--- src/rtl/interfaz_tx.sv ---
// -----------------------------------------------------------------------------
// interfaz_tx
//   Return path from the ALU to the UART transmitter. Latches one ALU result,
//   splits it into NB_DBIT-wide bytes (LSB byte first) and hands them one at a
//   time to the UART TX core. Each byte gets a one-cycle start pulse, and the
//   next byte waits for the TX core's done pulse.
//
//   Optional feature (macro INTERFAZ_TX_CHECKSUM_EN):
//     when defined, one extra byte is sent after the data bytes. It holds the
//     XOR of all N_BYTES data bytes, so a frame is N_BYTES+1 transfers.
//
//   Parameters:
//     NB_DBIT  UART data width in bits
//     N_BYTES  bytes per ALU result (>= 1)
//
//   Ports:
//     i_clk         system clock, rising edge
//     i_rst         asynchronous active-low reset
//     i_alu_result  ALU result to transmit (NB_DBIT*N_BYTES bits)
//     i_alu_valid   one-cycle pulse, result valid (only honoured in IDLE)
//     i_tx_done     one-cycle pulse from TX core, byte shifted out
//     o_data        byte presented to the TX core (held after the frame)
//     o_tx_start    one-cycle pulse, TX core loads o_data
//     o_busy        high from result latch until the frame completes
//     o_done        one-cycle pulse, whole result transmitted
//
//   state    | meaning
//   ---------+------------------------------------------------------
//   ST_IDLE  | waiting for i_alu_valid
//   ST_START | o_tx_start is high for the current byte (one cycle)
//   ST_WAIT  | byte handed over, waiting for i_tx_done
//   ST_DONE  | o_done is high (one cycle), then back to idle
// -----------------------------------------------------------------------------
module interfaz_tx #(
  parameter int NB_DBIT = 8,
  parameter int N_BYTES = 1
) (
  input  logic                       i_clk,
  input  logic                       i_rst,
  input  logic [NB_DBIT*N_BYTES-1:0] i_alu_result,
  input  logic                       i_alu_valid,
  input  logic                       i_tx_done,
  output logic [NB_DBIT-1:0]         o_data,
  output logic                       o_tx_start,
  output logic                       o_busy,
  output logic                       o_done
);

  localparam int NB_RES = NB_DBIT * N_BYTES;
  localparam int CNT_W  = $clog2(N_BYTES + 1);

`ifdef INTERFAZ_TX_CHECKSUM_EN
  // The checksum occupies transfer index N_BYTES.
  localparam logic [CNT_W-1:0] LAST_IDX = CNT_W'(N_BYTES);
`else
  localparam logic [CNT_W-1:0] LAST_IDX = CNT_W'(N_BYTES - 1);
`endif

  typedef enum logic [1:0] {
    ST_IDLE  = 2'd0,
    ST_START = 2'd1,
    ST_WAIT  = 2'd2,
    ST_DONE  = 2'd3
  } state_t;

  state_t             state_q, state_d;
  logic [NB_RES-1:0]  result_q, result_d;
  logic [CNT_W-1:0]   byte_cnt_q, byte_cnt_d;
  logic [CNT_W-1:0]   nxt_idx;
  logic [NB_DBIT-1:0] next_byte;
  logic [NB_DBIT-1:0] data_d;
  logic               tx_start_d;
  logic               busy_d;
  logic               done_d;

  assign nxt_idx = byte_cnt_q + CNT_W'(1);

`ifdef INTERFAZ_TX_CHECKSUM_EN
  logic [NB_DBIT-1:0] checksum;

  always_comb begin
    checksum = '0;
    for (int b = 0; b < N_BYTES; b++) begin
      checksum = checksum ^ result_q[b*NB_DBIT +: NB_DBIT];
    end
  end
`endif

  // Byte that follows the current one; constant-index selects keep the mux
  // free of out-of-range reads when nxt_idx points past the data bytes.
  always_comb begin
    next_byte = '0;
    for (int b = 0; b < N_BYTES; b++) begin
      if (nxt_idx == CNT_W'(b)) begin
        next_byte = result_q[b*NB_DBIT +: NB_DBIT];
      end
    end
`ifdef INTERFAZ_TX_CHECKSUM_EN
    if (nxt_idx == CNT_W'(N_BYTES)) begin
      next_byte = checksum;
    end
`endif
  end

  // Outputs are computed one state ahead so they are registered together
  // with the state they belong to.
  always_comb begin
    state_d    = state_q;
    result_d   = result_q;
    byte_cnt_d = byte_cnt_q;
    data_d     = o_data;
    tx_start_d = 1'b0;
    busy_d     = o_busy;
    done_d     = 1'b0;

    case (state_q)
      ST_IDLE: begin
        busy_d = 1'b0;
        if (i_alu_valid) begin
          result_d   = i_alu_result;
          byte_cnt_d = '0;
          data_d     = i_alu_result[NB_DBIT-1:0];
          tx_start_d = 1'b1;
          busy_d     = 1'b1;
          state_d    = ST_START;
        end
      end

      ST_START: begin
        busy_d  = 1'b1;
        state_d = ST_WAIT;
      end

      ST_WAIT: begin
        busy_d = 1'b1;
        if (i_tx_done) begin
          if (byte_cnt_q == LAST_IDX) begin
            done_d  = 1'b1;
            state_d = ST_DONE;
          end else begin
            byte_cnt_d = nxt_idx;
            data_d     = next_byte;
            tx_start_d = 1'b1;
            state_d    = ST_START;
          end
        end
      end

      ST_DONE: begin
        busy_d  = 1'b0;
        state_d = ST_IDLE;
      end

      default: begin
        busy_d  = 1'b0;
        state_d = ST_IDLE;
      end
    endcase
  end

  always_ff @(posedge i_clk or negedge i_rst) begin
    if (!i_rst) begin
      state_q    <= ST_IDLE;
      result_q   <= '0;
      byte_cnt_q <= '0;
      o_data     <= '0;
      o_tx_start <= 1'b0;
      o_busy     <= 1'b0;
      o_done     <= 1'b0;
    end else begin
      state_q    <= state_d;
      result_q   <= result_d;
      byte_cnt_q <= byte_cnt_d;
      o_data     <= data_d;
      o_tx_start <= tx_start_d;
      o_busy     <= busy_d;
      o_done     <= done_d;
    end
  end

endmodule

--- config.mk ---
export PLATFORM = sky130hd
export DESIGN_NAME = interfaz_tx
export DESIGN_NICKNAME = d
export VERILOG_FILES = /design/src/rtl/interfaz_tx.sv
export SDC_FILE = /design/constraint.sdc
export NUM_CORES = 1
export LEC_CHECK = 0
export ABC_AREA = 1
export CAP_MARGIN = 20
export CORE_MARGIN = 3
export CORE_UTILIZATION = 36
export DETAILED_ROUTE_END_ITERATION = 6
export GPL_ROUTABILITY_DRIVEN = 1
export HOLD_SLACK_MARGIN = 0.15
export PLACE_DENSITY = 0.7
export SYNTH_ARGS = -nofsm -noshare
export SYNTH_HDL_FRONTEND = slang
export SYNTH_SLANG_ARGS = --single-unit
--- constraint.sdc ---
create_clock -name i_clk -period 1.3 [get_ports i_clk]
set_input_delay 0.325 -clock i_clk [delete_from_list [all_inputs] [get_ports i_clk]]
set_output_delay 0.325 -clock i_clk [all_outputs]
set_load 0.03 [all_outputs]
---- Word-level counts from Yosys, hierarchy flattened ----
Cells that the tools add are included.
storage, ports and cells
  latch bits .............................. 0
  memories kept ........................... 0
  bits in read-only memories .............. 0
  input bits .............................. 12
  logic and storage cells ................. 42
  output and inout bits ................... 11
  register bits ........................... 22
  RAM bits ................................ 0
cells by class
  multiplexer cells ....................... 21
  bitwise operators ....................... 0
  add/sub/neg operators ................... 1
  shifts and indexed selects .............. 0
  multipliers ............................. 0
  magnitude comparators ................... 0
  reductions and logical operators ........ 7
  equal/unequal tests ..................... 6
  divide/modulo/power cells ............... 0
operator list
  operator                                                                number
  8-bit 2-to-1 mux                                                        4
  8-bit case mux with 2 select lines                                      1
  1-bit 2-to-1 mux                                                        9
  2-bit case mux with 4 select lines                                      1
  2-bit 2-to-1 mux                                                        3
  2-bit != test (second input constant)                                   3
  2-bit equality test (second input constant)                             2
  1-bit case mux with 2 select lines                                      2
  2-bit AND reduction                                                     2
  4-bit AND reduction                                                     1
  1-bit case mux with 3 select lines                                      1
  3-bit AND reduction                                                     1
  2-bit by 1-bit equality test with 1-bit output (second input constant)  1
  2-bit logical NOT                                                       1
  2-bit nonzero test                                                      1
  2-bit OR reduction                                                      1
  1-bit adder (second input constant)                                     1

---- Logic depth before layout (Yosys ltp) ----
Gate-level depths: netlist of the first run.
  depth in word-level cells ............... 5
  mapped depth ............................ 7
  mapped depth without buffers ............ 7

---- Least setup slack after synthesis of the first run ----
OpenSTA, ideal clock, no wires.
  path kind ............................... register -> register
  start point ............................. register state_q[0]
  end point ............................... register o_data[0]
  clock period less this slack ............ 1.058 ns
  buffers on the path ..................... 0
  data arrival time ....................... 0.993 ns
  setup slack ............................. 0.242 ns
  stages on the path, launching flop included .. 7
  library setup time ...................... 0.065 ns
  data required time ...................... 1.235 ns
  cells stage by stage .................... dfrtp_1 -> inv_1 -> ha_1 -> nand2_1 -> nor2_2 -> nand2_1 -> nand2_1
on the way
  word-level cells in the longest chain between the ends .. 3
  elaborated cells between the ends (all ways) .. 8
  those cells by class .................... 4 x eq/ne; 1 x mux; 3 x reduce/logical
ends and longest elaborated chain
  what                                                           line  text
  from (decl)                                                    66    state_t state_q, state_d;
  from (signal assigned)                                         171   state_q <= state_d;
  2-bit equality test or 2-bit logical NOT (tied branches)       116   case (state_q)
  2-bit != test (no line) or 2-bit nonzero test (tied branches)  -
  4-bit AND reduction (no line)                                  -
  to (signal assigned)                                           174   o_data <= data_d;
  to (decl)                                                      43    output logic [NB_DBIT-1:0] o_data,
Parallel ways exist; a longest one is shown, timed or not.
A chain may end at the register's enable or synchronous reset.

---- Worst setup path after layout of the first run ----
  start point ............................. register state_q[0]
  end point ............................... register o_data[3]
The elaborated chain is that of the path after synthesis.

==> results of run 1 <==
==> cells by family after synthesis <==
logic type,count (synthesis),share of synthesized area
adder cells (fa/ha/maj),3,0.0677
AO/OA/AOI/OAI,1,0.00902
buffers and inverters,8,0.0542
AND/OR/NAND/NOR,39,0.282
flip-flops,13,0.587
==> stage by stage <==
step / TNS (ns) / setup WS (ns) / util
2_1_floorplan: 0 / 0.242 / -
3_3_place_gp: -0.0939 / -0.0151 / 0.573
3_5_place_dp: -0.257 / -0.0435 / 0.573
4_1_cts: 0 / 0.00642 / 0.592
5_1_grt: 0 / 0.0289 / 0.592
6_report: 0 / 0.133 / 0.592
==> report_power, final <==
| group | internal, W | switching [W] |
|---|---|---|
| sequential | 0.000586 | 0.0000912 |
| clock | 0.000119 | 0.000128 |
| combinational | 0.000388 | 0.000659 |
==> worst reg2reg max path, stage by stage (launching register included) <==
cell and delay [ns]:
dfrtp_1 0.40, inv_2 0.08, ha_1 0.26, nor2_2 0.06
buf_4 0.16, nand2_1 0.06, nand2_1 0.05
==> layer usage <==
metal | GRT usage | wire length, microns | vias to the layer above
met5 | 0 | 0 | -
met4 | 0.0702 | 14 | 0
met3 | 0.0359 | 43 | 2
met2 | 0.212 | 573 | 10
met1 | 0.137 | 463 | 222
li1 | - | - | 247
==> final cells by class <==
type,instances,area (sq um),area share
sequential,13,325,0.402
tap,15,18.8,0.0232
inverter,8,30.0,0.0371
timing repair buffer,24,205,0.253
multi-input combinational,43,204,0.252
clock buffer,4,26.3,0.0325
==> how the worst max path moves through the flow <==
stage | startpoint | to | slack [ns] | cells past startpoint
finish | state_q[0] | o_data[3] | 0.13 | 6
global placement | i_alu_valid | o_data[2] | -0.02 | 6
global route | state_q[0] | o_data[3] | 0.03 | 7
floorplan | state_q[0] | o_data[0] | 0.24 | 6
detailed placement | i_alu_valid | o_data[0] | -0.04 | 6
CTS | o_tx_start | o_tx_start | 0.006 | 1
==> cell usage after synthesis <==
master / n
nand2_2: 2
nand3_1: 2
ha_1: 3
o21ai_0: 1
inv_1: 8
nand2_1: 34
nor2_2: 1
dfrtp_1: 13
==> registers in the layout, summed over array words and instances (netlist names) <==
register    cells
o_tx_start      1
o_busy          1
state_q         2
o_data          8
o_done          1
==> metrics.cfg, run 1 <==
[sta]
max_slew_margin=0.868
holdWs_ns=0.352
hold_viol=0
layout_min_cycle_time_ns=1.17
drv_slew=0
setup_violations=0
clock_skew_ns=0.00403
period_share=0.897
fmax_mhz=857
rsz0062_at_grt=false
tightest_slew_ns=0.198

[placed_design]
place_area_sq_um=783
dp_cells=103
gp_congestion=0.709
numPortBuffers=22
dpl.hpwl_microns=860

[synthesis]
yosysTopAreaCell=dfrtp_1
syn_nets=79
netlist.area_leader.share=0.587
syn_area_sq_um=554
postSynthCellCount=64
ys_seq_elements=13
synth.area.top_cells=dfrtp_1, nand2_1, ha_1
synth-seq-area-share=0.587
yosysWarnings=0
syn_area_per_cell_sq_um=8.66
synth_cell_types=8

[global_route]
gr-total-overflow=0
grt_usage=0.125
grt_max_degree=14
grt_pass1_wl_microns=1810
antenna_found_initial=0
grt_pass1_vias=446

[cells_and_area]
final_nets=108
fin_area_sq_um=810
final_common_cell=nand2_1
synthToLayoutAreaGrowth_pct=46.0
stdcell_count=107
num_antenna_cells=0
final_cell_mix=nand2_1, dfrtp_1, buf_4
drive_above_1_share=0.217
n_fill_cell=133

[cts]
insertion_delay_ns=0.27
tritoncts=built
cts_hold_buf=0
root_buffer=clkbuf_4
post_cts_resized=2
cts_buffers=3
cts.path.max_buffers=2
clk_transition_reported_paths_ns=0.08
cts.sinks=13
post_cts_buffers=0
h-tree-depth=1

[routing]
ant_nets=0
wl_per_cell_microns=10.2
post-route-drc-count=0
finalWirelength_microns=1100
drt_iter0_drc=6
viasPerCell=4.50
vias=481
dr.pass1.iters=4

[floorplanning]
rows=13
die_w_microns=45.2
dieArea_sq_um=2050
pin_count=23
fp.dieH_microns=45.2
core_sq_um=1370
start_util=0.406

[critical_path]
required_ns=1.46
critPathSlowestCell=dfrtp_1
r2r_cells=6
path_buf_inv=2
r2r_end=o_data[3]
path_cells=inv_2 -> ha_1 -> nor2_2 -> buf_4 -> nand2_1 -> nand2_1
setup.worst_path.start_class=flop
cp_top_family=flip-flops
path_max_fanout=8
rrSetupSlack_ns=0.13
critPathKind=reg -> reg
crit_arrival_ns=1.33
critical_path.endpoint_type=flop
crit_top_cell=nand2_1
critPathMaxStageDelay_ns=0.40
r2r_start=state_q[0]

[pwr]
irDropWorstVdd_uv=1160
power_w=0.00197
power-per-cell-area_nw_per_um2=2430
leakagePower_nw=0.464

[flow_run]
max-cap-violations=0

[hold_path]
holdCritPathClass=in -> async

[status]
status=completed

(Power assumes the default switching activity.)
==> run 2, diff against run 1 <==
--- a/config.mk
+++ b/config.mk
@@ -12,7 +12,7 @@
 export DETAILED_ROUTE_END_ITERATION = 6
 export GPL_ROUTABILITY_DRIVEN = 1
 export HOLD_SLACK_MARGIN = 0.15
-export PLACE_DENSITY = 0.7
+export PLACE_DENSITY = 0.69
 export SYNTH_ARGS = -nofsm -noshare
 export SYNTH_HDL_FRONTEND = slang
 export SYNTH_SLANG_ARGS = --single-unit
==> run 2 against run 1 <==
  * Core utilization rose by 0.46 points
  * Design area grew 0.77%
  * Clock power about the same
  * Die area unchanged
  * Global-route usage grew 0.48 points
  * Clock skew decreased by 0.0033 ns
  * Largest power group unchanged
  * Non-clock buffer count did not move
==> metrics.cfg, run 2 (synthesized netlist as in run 1, its figures left out) <==
[placed_design]
gp_congestion=0.702
dp_cells=103
numPortBuffers=22
dpl.hpwl_microns=863
place_area_sq_um=786

[global_route]
grt_pass1_wl_microns=1860
grt_max_degree=14
grt_usage=0.129
antenna_found_initial=0
gr-total-overflow=0
grt_pass1_vias=484

[cells_and_area]
final_cell_mix=nand2_1, dfrtp_1, clkdlybuf4s50_1, buf_4, inv_1
biggestRegsByFlops=o_data (8), state_q (2)
final_nets=108
fin_util=0.597
stdcell_count=107
largest_register_ffs=8
drive_above_1_share=0.228
final_common_cell=nand2_1
num_antenna_cells=0
multi_input_area_sq_um=206
n_fill_cell=120
seq_area_sq_um=325
synthToLayoutAreaGrowth_pct=47.2
regMostFlops=o_data
fin_area_sq_um=816

[critical_path]
critical_path.endpoint_type=primary output
cp_top_family=flip-flops
critPathKind=reg -> out
critPathMaxStageDelay_ns=0.36
path_max_fanout=1
path_cells=clkdlybuf4s15_2
critPathSlowestCell=dfrtp_1
path_buf_inv=1
setup.worst_path.start_class=flop
crit_arrival_ns=0.91
required_ns=0.98

[sta]
clock_skew_ns=0.000759
fin_setup_tns_ns=0
drv_slew=0
rsz0062_at_grt=false
setup_violations=0
period_share=0.947
layout_min_cycle_time_ns=1.23
tightest_slew_ns=0.177
hold_viol=0
fmax_mhz=812
max_slew_margin=0.882

[routing]
drt_iter0_drc=6
viasPerCell=4.48
wl_per_cell_microns=10.1
dr.pass1.iters=3
vias=479
finalWirelength_microns=1090
ant_nets=0
post-route-drc-count=0

[pwr]
irDropWorstVdd_uv=1110
netSwitchingPower_w=0.000871
p_sw_frac=0.443
p_int_w=0.00110
power_w=0.00197
p_comb_frac=0.534
pwr-share-seq=0.342
leakagePower_nw=0.461
pwr-share-clk=0.124
power-per-cell-area_nw_per_um2=2410

[floorplanning]
start_util=0.406
rows=13
core_sq_um=1370
die_w_microns=45.2
pin_count=23
fp.dieH_microns=45.2
dieArea_sq_um=2050

[cts]
cts.sinks=13
insertion_delay_ns=0.27
tritoncts=built
clk_transition_reported_paths_ns=0.07
post_cts_buffers=0
cts_buffers=3
cts_hold_buf=0
root_buffer=clkbuf_4
cts.path.max_buffers=2
h-tree-depth=1

[hold_path]
holdCritPathClass=in -> async

[flow_run]
max-cap-violations=0

[status]
status=completed

## run 2: changes by cell type in the layout (fill, tap and decap cells not counted), sizes merged
cell           previous run  this run
buf                      12        11
clkdlybuf4s15             0         1
## run 2: path summary, 6_finish.rpt
| path | start | to | slack [ns] | cells past startpoint |
|---|---|---|---|---|
| hold reg to reg | o_data[0] | o_data[0] | 0.48 | 2 |
| setup reg to reg | state_q[0] | o_data[6] | 0.14 | 6 |
| hold / removal | i_rst | o_data[0] | 0.35 | 2 |
| max in group asynchronous | i_rst | state_q[1] | 0.79 | 2 |
| setup / recovery | o_done | o_done | 0.07 | 1 |
| min in group i_clk | o_data[0] | o_data[0] | 0.48 | 2 |
## run 2: cell type report
cell class,count,share of cell area
timing repair buffer,24,0.256
clock buffer,4,0.0322
tap,15,0.0230
sequential,13,0.399
inverter,8,0.0368
multi-input combinational,43,0.253
## run 2: repair_timing
item,in CTS,in global routing
endpoints found under the setup margin,2,8
pin swaps,0,0
resized for setup,5,4
## run 2: stage by stage
step / hold slack, ns / worst slack, ns
6_report: 0.352 / 0.0683
5_1_grt: 0.354 / 0.0115
4_1_cts: 0.357 / 0.0000842
3_5_place_dp: 0.465 / -0.0549
3_3_place_gp: 0.457 / -0.0143
2_1_floorplan: 0.0294 / 0.242
## run 2: layer usage
layer / up-vias / GRT usage / part of all wire
li1: 246 / - / -
met1: 221 / 0.142 / 0.41
met2: 10 / 0.215 / 0.52
met3: 2 / 0.0598 / 0.058
met4: 0 / 0.0526 / 0.0083
met5: - / 0 / 0
## run 2: power by group through the flow
| stage | registers (W) | logic [W] | clock network (W) |
|---|---|---|---|
| 4_1_cts | 0.000673 | 0.00106 | 0.000256 |
| 3_5_place_dp | 0.000681 | 0.00106 | 0 |
| 6_report | 0.000674 | 0.00105 | 0.000244 |
| 2_1_floorplan | 0.000962 | 0.000384 | 0 |
| 5_1_grt | 0.000694 | 0.00117 | 0.000269 |
| 3_3_place_gp | 0.000681 | 0.00104 | 0 |
